**src/rtl/opendap_ap_pkg.sv**
```systemverilog
// ============================================================================
// opendap_ap_pkg : shared constants for the SW-DP AP access scheduler
// Rev 1.0
// ============================================================================
`default_nettype none

package opendap_ap_pkg;

  localparam int W_APSEL_DEF  = 8;
  localparam int W_APBANK_DEF = 4;

  typedef logic [1:0] state_t;

  localparam state_t IDLE   = 2'd0;
  localparam state_t SETUP  = 2'd1;
  localparam state_t ACCESS = 2'd2;
  localparam state_t DRAIN  = 2'd3;

  // paddr layout: {apsel, apbanksel, A[3:2], 2'b00}
  localparam int PADDR_ADDR_LSB = 2;
  localparam int PADDR_BANK_LSB = 4;

endpackage

`default_nettype wire

```
**src/rtl/opendap_ap_access_sched.sv**
```systemverilog
// ============================================================================
// opendap_ap_access_sched : serialises DP-requested AP accesses onto an APB bus
// Rev 1.0
// ============================================================================
`default_nettype none

module opendap_ap_access_sched
  import opendap_ap_pkg::*;
#(
  parameter int W_APSEL  = W_APSEL_DEF,
  parameter int W_APBANK = W_APBANK_DEF
) (
  input  logic                                   swclk,
  input  logic                                   rst,
  input  logic                                   req_en,
  input  logic                                   req_r_nw,
  input  logic [1:0]                             req_addr,
  input  logic [31:0]                            req_wdata,
  input  logic [W_APSEL-1:0]                     select_apsel,
  input  logic [W_APBANK-1:0]                    select_apbanksel,
  input  logic                                   abort,
  output logic                                   ap_rdy,
  output logic [31:0]                            rdbuff,
  output logic                                   set_stickyerr,
  output logic                                   req_dropped,
  output logic [W_APSEL+W_APBANK+PADDR_BANK_LSB-1:0] paddr,
  output logic                                   psel,
  output logic                                   penable,
  output logic                                   pwrite,
  output logic [31:0]                            pwdata,
  input  logic [31:0]                            prdata,
  input  logic                                   pready,
  input  logic                                   pslverr
);

  localparam int W_PADDR = W_APSEL + W_APBANK + PADDR_BANK_LSB;

  state_t             r_state;
  logic               r_ap_rdy;
  logic [31:0]        r_rdbuff;
  logic               r_stickyerr;
  logic               r_dropped;
  logic [W_PADDR-1:0] r_paddr;
  logic               r_psel;
  logic               r_penable;
  logic               r_pwrite;
  logic [31:0]        r_pwdata;

  always_ff @(posedge swclk) begin
    if (rst) begin
      r_state     <= IDLE;
      r_ap_rdy    <= 1'b1;
      r_rdbuff    <= '0;
      r_stickyerr <= 1'b0;
      r_dropped   <= 1'b0;
      r_paddr     <= '0;
      r_psel      <= 1'b0;
      r_penable   <= 1'b0;
      r_pwrite    <= 1'b0;
      r_pwdata    <= '0;
    end else begin
      r_stickyerr <= 1'b0;
      r_dropped   <= req_en && !r_ap_rdy;
      case (r_state)
        IDLE: begin
          if (req_en) begin
            r_paddr  <= {select_apsel, select_apbanksel, req_addr, 2'b00};
            r_pwrite <= ~req_r_nw;
            r_pwdata <= req_wdata;
            r_psel   <= 1'b1;
            r_ap_rdy <= 1'b0;
            r_state  <= SETUP;
          end
        end
        SETUP: begin
          // An abort here still runs the full APB handshake; only the result is dropped.
          r_penable <= 1'b1;
          r_state   <= abort ? DRAIN : ACCESS;
        end
        ACCESS: begin
          if (pready) begin
            r_psel    <= 1'b0;
            r_penable <= 1'b0;
            r_ap_rdy  <= 1'b1;
            r_state   <= IDLE;
            if (!abort) begin
              if (pslverr)
                r_stickyerr <= 1'b1;
              else if (!r_pwrite)
                r_rdbuff <= prdata;
            end
          end else if (abort) begin
            r_state <= DRAIN;
          end
        end
        DRAIN: begin
          if (pready) begin
            r_psel    <= 1'b0;
            r_penable <= 1'b0;
            r_ap_rdy  <= 1'b1;
            r_state   <= IDLE;
          end
        end
        default: r_state <= IDLE;
      endcase
    end
  end

  assign ap_rdy        = r_ap_rdy;
  assign rdbuff        = r_rdbuff;
  assign set_stickyerr = r_stickyerr;
  assign req_dropped   = r_dropped;
  assign paddr         = r_paddr;
  assign psel          = r_psel;
  assign penable       = r_penable;
  assign pwrite        = r_pwrite;
  assign pwdata        = r_pwdata;

endmodule

`default_nettype wire
```
**config.mk**
```make
export PLATFORM = sky130hd
export DESIGN_NAME = opendap_ap_access_sched
export DESIGN_NICKNAME = d
export VERILOG_FILES = /design/src/rtl/opendap_ap_pkg.sv /design/src/rtl/opendap_ap_access_sched.sv
export SDC_FILE = /design/constraint.sdc
export NUM_CORES = 1
export LEC_CHECK = 0
export ABC_AREA = 1
export BUFFER_PORTS_ARGS = -buffer_cell sky130_fd_sc_hd__buf_4
export CAP_MARGIN = 10
export CORE_MARGIN = 3
export CORE_UTILIZATION = 40
export CTS_BUF_LIST = sky130_fd_sc_hd__clkbuf_8
export DETAILED_ROUTE_END_ITERATION = 16
export GPL_TIMING_DRIVEN = 1
export PLACE_DENSITY = 0.73
export SETUP_SLACK_MARGIN = 0.1
export SLEW_MARGIN = 20
export SYNTH_ARGS = -nofsm -noshare
export SYNTH_HDL_FRONTEND = slang
export SYNTH_SLANG_ARGS = --single-unit
```
**constraint.sdc**
```tcl
create_clock -name swclk -period 3.9 [get_ports swclk]
set_clock_uncertainty 0.2 [all_clocks]
set_input_delay 1.17 -clock swclk [delete_from_list [all_inputs] [get_ports swclk]]
set_output_delay 1.17 -clock swclk [all_outputs]
set_load 0.02 [all_outputs]
```
==> results.json, run 1 <==
{
  "p_per_area_nw_per_um2": 448.5,
  "numPortBuffers": 168,
  "cts.path.max_buffers": 2,
  "worst-path-buf-inv": 3,
  "finalHoldViolCount": 0,
  "rows": 32,
  "vias": 3161,
  "grt_pass1_wl_um": 12240,
  "path_depth": 5,
  "drt_iter0_drc": 78,
  "coreArea_um2": 7807,
  "clkPwrFrac": 0.309,
  "chipHeight_um": 96.22,
  "syn_area_per_cell_um2": 7.267,
  "grt_pass1_vias": 2828,
  "nFillCells": 780,
  "area_delta_synth_final_pct": 44.62,
  "path_max_fanout": 47,
  "htreeDepth": 3,
  "die_width_um": 96.22,
  "seq_area_um2": 1722,
  "p_switching_uw": 605.6,
  "crit_type": "in2reg",
  "grt_use_total": 0.1681,
  "fin_crit_ns": 2.392,
  "p_leak_nw": 2.382,
  "multiInputGateArea_um2": 1221,
  "seq_power_share": 0.471,
  "vdd_ir_drop_max_mv": 0.2338,
  "wirelength_um": 8177,
  "required_ns": 3.98,
  "start_util": 0.4170,
  "setup_violations": 0,
  "startpoint_type": "input port",
  "r2r-end": "rdbuff[26]",
  "end_kind": "flop",
  "maxSlewHeadroom": 0.4755,
  "ys_types": 23,
  "period_share": 0.6134,
  "tightest_slew_ns": 0.7856,
  "netlist_instances": 448,
  "combPwrFrac": 0.219,
  "total_power_mw": 2.111,
  "ctsResizeCount": 0,
  "cts_hold_buffers": 0,
  "clock_latency_ns": 0.33,
  "cap_violations": 0,
  "post_cts_buffers": 0,
  "hpwl_um": 6109,
  "netlist_area_um2": 3256,
  "crit_arrival_ns": 2.47,
  "ant_nets": 0,
  "startpoint": "rst",
  "cp_slowest_stage_delay_ns": 0.46,
  "cp_common_cell": "buf_4",
  "reg2reg_depth": 5,
  "nets": 689,
  "clk_pin_slew_ns": 0.08,
  "drive_above_1_share": 0.3153,
  "cts_buffers": 9,
  "antenna_cells": 0,
  "r2r-start": "r_state[1]",
  "ioPinCount": 171,
  "fin_setup_tns_ns": 0,
  "root_buffer": "clkbuf_8",
  "yosys_warnings": 0,
  "avgRoutedWirePerCell_um": 11.50,
  "cp_slowest_cell": "inv_2",
  "ff2ff_setup_slack_ns": 2.09,
  "dieArea_um2": 9257,
  "ys_ff_latch": 86,
  "hold_slack_ns": 0.2752,
  "antenna_found_initial": 0,
  "firstDrtPassIters": 4,
  "gp_congestion": 0.7251,
  "slew_viol_final": 0,
  "p_sw_frac": 0.2868,
  "cts_tree": "built",
  "synth-seq-area-share": 0.5288,
  "rsz0062_at_grt": "no",
  "grt_max_degree": 65,
  "hold_class": "reg2reg",
  "critPathCapture": "paddr[15]",
  "overflow": 0,
  "path_delay_family": "buffers and inverters",
  "cts.sinks": 86,
  "p_int_mw": 1.506,
  "drcViolationCount": 0,
  "run_status": "finished clean",
  "vias_per_cell": 4.446,
  "crit_chain": "buf_4, inv_2, buf_4, o21ai_0, nor2_1",
  "timing.fmax_ghz": 0.4180
}
[synthesized netlist by cell type]
cell type  instances  area share
nand3b_1           1      0.0023
clkbuf_2           1      0.0015
buf_4              5       0.012
inv_2              1      0.0012
conb_1             1      0.0012
nand3_2            1      0.0031
a21oi_1            3      0.0046
nor3_1             1      0.0015
buf_6              7       0.024
nand2_2            1      0.0019
clkbuf_1          10       0.012
nand3_1            2      0.0031
o21ai_1           12       0.018
nor2_8             1      0.0061
nor2_2             1      0.0019
o21ai_0           34       0.052
nor4_1             1      0.0019
buf_2              3      0.0046
inv_1             36       0.042
dfxtp_1           86        0.53
clkinv_1           1      0.0012
nor2_1           162        0.19
nand2_1           77       0.089
[cells in the final DEF (no fill, tap or decap)]
| master | n |
|---|---|
| a21oi_1 | 3 |
| o21ai_1 | 12 |
| clkbuf_8 | 12 |
| nand3b_1 | 1 |
| bufinv_16 | 1 |
| nor4_1 | 1 |
| nor3_1 | 1 |
| clkinv_4 | 1 |
| nor2_2 | 1 |
| clkinvlp_4 | 2 |
| nand2_1 | 77 |
| nand3_1 | 2 |
| conb_1 | 2 |
| inv_1 | 36 |
| nor2_1 | 162 |
| nand3_2 | 1 |
| o21ai_0 | 34 |
| buf_4 | 170 |
| nor2_8 | 1 |
| dfxtp_1 | 86 |
| inv_2 | 2 |
| nand2_2 | 1 |
[metal layers]
layer / global-route usage / wire length [µm] / share of wire / vias to the layer above
li1: - / - / - / 1658
met1: 0.1915 / 3327 / 0.41 / 1362
met2: 0.2812 / 3786 / 0.46 / 131
met3: 0.06959 / 976 / 0.12 / 10
met4: 0.06043 / 87 / 0.011 / 0
met5: 0 / 0 / 0 / -
[worst min path at each step]
stage                     startpoint  cells past startpoint     endpoint
after floorplan           r_state[0]                      2   r_state[0]
after detailed placement        psel                      2         psel
after CTS                     ap_rdy                      1  req_dropped
final                           psel                      2         psel
after global placement          psel                      2         psel
after global routing            psel                      2         psel
[worst reg2reg max path, delay by kind of cell (launching register included)]
family / cells / cell delay [ns]
AND/OR/NAND/NOR: 5 / 1.09
flip-flops: 1 / 0.44
[state kept, by name, indices dropped and copies added, names as in the netlist]
signal,cells
ap_rdy,1
pwdata,32
psel,1
set_stickyerr,1
r_state,2
req_dropped,1
rdbuff,32
paddr,14
penable,1
pwrite,1
[cells by family after synthesis]
| group | share of synthesized area |
|---|---|
| DFF | 0.5288 |
| other | 0.001152 |
| and+or+nand+nor | 0.2975 |
| buffers and inverters | 0.09723 |
| AOI/OAI and AO/OA | 0.07533 |
[metrics by stage]
stage               std cells  setup WS, ns  utilization  area [µm²]
floorplan                 449         1.778            -        3259
global placement          695         1.140       0.5750        4489
detailed placement        695         1.148       0.5750        4489
CTS                       711         1.519       0.6030        4708
global route              711         1.386       0.6030        4708
finish                    711         1.508       0.6030        4708
[power by group through the flow]
| stage | Combinational [mW] | Clock (mW) | Sequential [mW] |
|---|---|---|---|
| after floorplan | 0.178 | 0 | 1.10 |
| after global placement | 0.462 | 0 | 1.01 |
| after global routing | 0.512 | 0.713 | 1.00 |
| after CTS | 0.471 | 0.683 | 0.996 |
| final | 0.463 | 0.653 | 0.995 |
| after detailed placement | 0.470 | 0 | 1.02 |
[layout make-up]
cell class | count | area share
flip-flops and latches | 86 | 0.3657
repair buffers | 170 | 0.2711
multi-input cells | 299 | 0.2594
clock buffers | 12 | 0.03508
inverters | 38 | 0.03029
well taps | 102 | 0.02711
clock inverters | 4 | 0.01143
Note: power is estimated with default switching activity, not from simulation.
==> run 2: changes to the inputs <==
PLACE_DENSITY = 0.76   (was 0.73)
clock period = 2.1 ns   (was 3.9 ns; I/O delays follow)
==> results.json, run 2 (same netlist as run 1, synthesis figures left out) <==
{
  "run_status": "finished clean",
  "crit_arrival_ns": 0.86,
  "post-route-util": 0.6128,
  "cts_buffers": 9,
  "finalHoldViolCount": 0,
  "final_common_cell": "buf_4",
  "gp_congestion": 0.7101,
  "start_util": 0.4170,
  "startpoint": "ap_rdy",
  "p_per_area_nw_per_um2": 846.0,
  "root_buffer": "clkbuf_8",
  "vias_per_cell": 4.487,
  "htreeDepth": 3,
  "area_delta_synth_final_pct": 46.96,
  "total_power_mw": 4.048,
  "ff2ff_setup_slack_ns": 0.56,
  "path_depth": 1,
  "nFillCells": 726,
  "cap_violations": 0,
  "coreArea_um2": 7807,
  "combPwrFrac": 0.218,
  "cp_slowest_cell": "dfxtp_1",
  "vdd_ir_drop_max_mv": 0.5238,
  "fin_setup_tns_ns": 0,
  "p_switching_mw": 1.105,
  "drive_above_1_share": 0.3126,
  "end_kind": "output pin",
  "hpwl_um": 5989,
  "post_cts_buffers": 0,
  "clk_pin_slew_ns": 0.08,
  "worst_slack_ns": 0.4106,
  "worst-path-buf-inv": 1,
  "die_width_um": 96.22,
  "mostFrequentLayoutCells": "buf_4 (168), nor2_1 (162), dfxtp_1 (86), nand2_1 (77), inv_1 (39)",
  "slew_viol_final": 0,
  "setup_violations": 0,
  "dieArea_um2": 9257,
  "required_ns": 1.27,
  "ioPinCount": 171,
  "wirelength_um": 8135,
  "p_int_mw": 2.942,
  "ant_nets": 0,
  "place_ws_ns": 0.2436,
  "numPortBuffers": 168,
  "period_share": 0.8045,
  "startpoint_type": "flop",
  "nets": 691,
  "drcViolationCount": 0,
  "grt_pass1_wl_um": 12850,
  "timing.fmax_ghz": 0.5919,
  "r2r-end": "rdbuff[21]",
  "path_max_fanout": 3,
  "cp_slowest_stage_delay_ns": 0.37,
  "rsz0062_at_grt": "no",
  "cts.path.max_buffers": 2,
  "ctsResizeCount": 0,
  "cts_tree": "built",
  "chipHeight_um": 96.22,
  "vias": 3199,
  "cts.sinks": 86,
  "cts_hold_buffers": 0,
  "crit_chain": "buf_4",
  "grt_use_total": 0.1760,
  "firstDrtPassIters": 4,
  "p_leak_nw": 2.431,
  "r2r-start": "r_state[1]",
  "clkPwrFrac": 0.326,
  "antenna_found_initial": 0,
  "p_sw_frac": 0.2731,
  "crit_type": "reg2out",
  "critPathCapture": "ap_rdy",
  "rows": 32,
  "fin_crit_ns": 1.689,
  "antenna_cells": 0,
  "grt_pass1_vias": 2970,
  "avgRoutedWirePerCell_um": 11.41,
  "hold_class": "reg2reg",
  "clock_latency_ns": 0.34,
  "overflow": 0,
  "drt_iter0_drc": 82,
  "seq_power_share": 0.456,
  "reg2reg_depth": 6,
  "path_delay_family": "flip-flops",
  "grt_max_degree": 82,
  "hold_slack_ns": 0.2667
}
[run 2: cell count changes in the layout (fill, tap and decap cells not counted)]
cell,change
clkinv_2,+1
clkinvlp_4,-2
buf_12,+4
clkbuf_8,-3
clkinv_4,-1
inv_1,+3
bufinv_16,+2
buf_4,-2
[run 2: layout make-up]
| class | count | area (µm²) | share of cell area |
|---|---|---|---|
| inverters | 38 | 142.6 | 0.02981 |
| well taps | 102 | 127.6 | 0.02667 |
| multi-input cells | 299 | 1221 | 0.2552 |
| clock inverters | 7 | 106.4 | 0.02223 |
| flip-flops and latches | 86 | 1722 | 0.3598 |
| clock buffers | 9 | 123.9 | 0.02589 |
| repair buffers | 172 | 1341 | 0.2803 |
[run 2: worst min-delay path by stage]
stage	startpoint	slack, ns	end	depth (start not counted)
after floorplan	r_state[0]	0.29	r_state[0]	2
after global placement	ap_rdy	0.25	req_dropped	1
after detailed placement	psel	0.26	psel	2
after CTS	rst	0.27	psel	2
after global routing	rst	0.28	psel	2
final	psel	0.27	psel	2
[run 2: power groups by stage]
stage	combinational [mW]	sequential [mW]	clock (mW)
after floorplan	0.330	2.04	0
after global placement	0.879	1.88	0
after detailed placement	0.893	1.89	0
after CTS	0.894	1.85	1.36
after global routing	0.982	1.87	1.43
final	0.882	1.85	1.32
[run 2: layer usage]
layer,wire [µm],up-vias,global-route usage,share of wire
met5,0,-,0,0
met4,103,0,0.06991,0.013
met3,1026,10,0.07584,0.13
met2,3795,124,0.2950,0.47
met1,3209,1404,0.1954,0.39
li1,-,1661,-,-
[run 2: stage by stage]
| step | cells | cell area (µm²) |
|---|---|---|
| 6_report | 713 | 4785 |
| 5_1_grt | 713 | 4785 |
| 4_1_cts | 713 | 4785 |
| 3_5_place_dp | 697 | 4554 |
| 3_3_place_gp | 697 | 4554 |
| 2_1_floorplan | 449 | 3259 |
[run 2: worst register-to-register path, stage by stage, from the launching register on]
cell     delay [ns]
dfxtp_1        0.45
nand3_2        0.18
nor2_8         0.15
buf_12         0.25
nand2_1        0.11
nand2_1        0.07
nor2_1         0.04
==> run 3: changes to the inputs <==
clock period = 1.4 ns   (was 2.1 ns; I/O delays follow)
==> results.json, run 3 (same netlist as run 1, synthesis figures left out) <==
{
  "p_leak_nw": 3.147,
  "rows": 32,
  "post-route-util": 0.8239,
  "cts_tree": "built",
  "clock_latency_ns": 0.34,
  "dp.cells": 707,
  "cts_buffers": 9,
  "vias_per_cell": 4.940,
  "critPathCapture": "pwdata[1]",
  "clk_pin_slew_ns": 0.08,
  "startpoint_type": "flop",
  "vias": 3794,
  "antenna_found_initial": 0,
  "drcViolationCount": 0,
  "wirelength_um": 12800,
  "place_ws_ns": -0.1556,
  "wl_met2_um": 7011,
  "start_util": 0.4170,
  "run_status": "finished, violations left",
  "dpl_cell_area_um2": 4654,
  "fin_crit_ns": 1.519,
  "hold_class": "in2reg",
  "grt_max_degree": 36,
  "cts.sinks": 86,
  "violations": "setup timing",
  "avgRoutedWirePerCell_um": 16.66,
  "crit_type": "reg2reg",
  "total_power_mw": 6.896,
  "setup_violations": 138,
  "reg2reg_depth": 8,
  "ioPinCount": 171,
  "coreArea_um2": 7807,
  "crit_arrival_ns": 1.59,
  "grt_pass1_wl_um": 16690,
  "firstDrtPassIters": 4,
  "met3WireLength_um": 1173,
  "period_share": 1.085,
  "cap_violations": 0,
  "slew_viol_final": 0,
  "root_buffer": "clkbuf_8",
  "htreeDepth": 3,
  "grt_pass1_vias": 3632,
  "area_delta_synth_final_pct": 97.58,
  "hold_slack_ns": 0.07245,
  "path_max_fanout": 8,
  "drive_above_1_share": 0.6291,
  "design_area_um2": 6432,
  "fin_setup_tns_ns": -5.616,
  "finalHoldViolCount": 0,
  "cts.path.max_buffers": 2,
  "rsz0062_at_grt": "yes",
  "ant_nets": 0,
  "drt_iter0_drc": 95,
  "die_width_um": 96.22,
  "m1WireLength_um": 4225,
  "chipHeight_um": 96.22,
  "gp_congestion": 0.7518,
  "r2r-end": "pwdata[1]",
  "startpoint": "r_state[1]",
  "finalNonFillerCells": 768,
  "grt_use_total": 0.2360,
  "required_ns": 1.47,
  "worst_slack_ns": -0.1192,
  "end_kind": "flop",
  "numPortBuffers": 168,
  "dieArea_um2": 9257,
  "mostFrequentLayoutCells": "nor2_1 (143), buf_4 (109), buf_6 (87), dfxtp_2 (81), inv_1 (38)",
  "p_per_area_nw_per_um2": 1072,
  "antenna_cells": 0,
  "final_common_cell": "nor2_1",
  "overflow": 0,
  "top_layer": "met4",
  "timing.fmax_ghz": 0.6583,
  "vdd_ir_drop_max_mv": 0.8184,
  "cts_hold_buffers": 0,
  "nets": 746,
  "r2r-start": "r_state[1]",
  "hpwl_um": 6273,
  "ff2ff_setup_slack_ns": -0.12
}
## run 3: cell type report
| type | instances | area (µm²) |
|---|---|---|
| Multi-Input combinational cell | 299 | 1605 |
| Sequential cell | 86 | 1842 |
| Inverter | 38 | 157.7 |
| Tap cell | 102 | 127.6 |
| Clock buffer | 10 | 137.6 |
| Fill cell | 437 | 1375 |
| Clock inverter | 6 | 78.83 |
| Timing Repair Buffer | 227 | 2484 |
## run 3: worst min path at each step
stage | cells after the start | endpoint | slack [ns] | startpoint
2_1_floorplan | 1 | psel | 0.29 | rst
3_3_place_gp | 1 | req_dropped | 0.25 | ap_rdy
3_5_place_dp | 1 | req_dropped | 0.25 | ap_rdy
4_1_cts | 2 | psel | 0.05 | rst
5_1_grt | 2 | psel | 0.06 | rst
6_report | 2 | r_state[0] | 0.07 | rst
## run 3: metal layers
metal  global-route usage  vias to the layer above
met5                    0                        -
met4              0.09005                        0
met3              0.07819                       35
met2               0.4445                      198
met1               0.2370                     1780
li1                     -                     1781
## run 3: power breakdown
group	switching, mW	total, mW	internal [mW]
logic	1.01	2.12	1.11
clock network	0.862	1.90	1.04
registers	0.176	2.88	2.70
## run 3: what timing repair did
action | 4_1_cts | 5_1_grt
pin swaps | 24 | 40
gates cloned | 11 | 5
setup endpoints to repair | 163 | 166
gates resized for setup | 240 | 92
setup buffers | 18 | 15
## run 3: worst max-delay path, stage by stage (launching register included)
cell	delay, ns
dfxtp_4	0.37
nor2_4	0.17
nand2_8	0.09
buf_12	0.14
inv_12	0.06
buf_12	0.11
buf_16	0.13
nor2_1	0.05
nor2_1	0.12
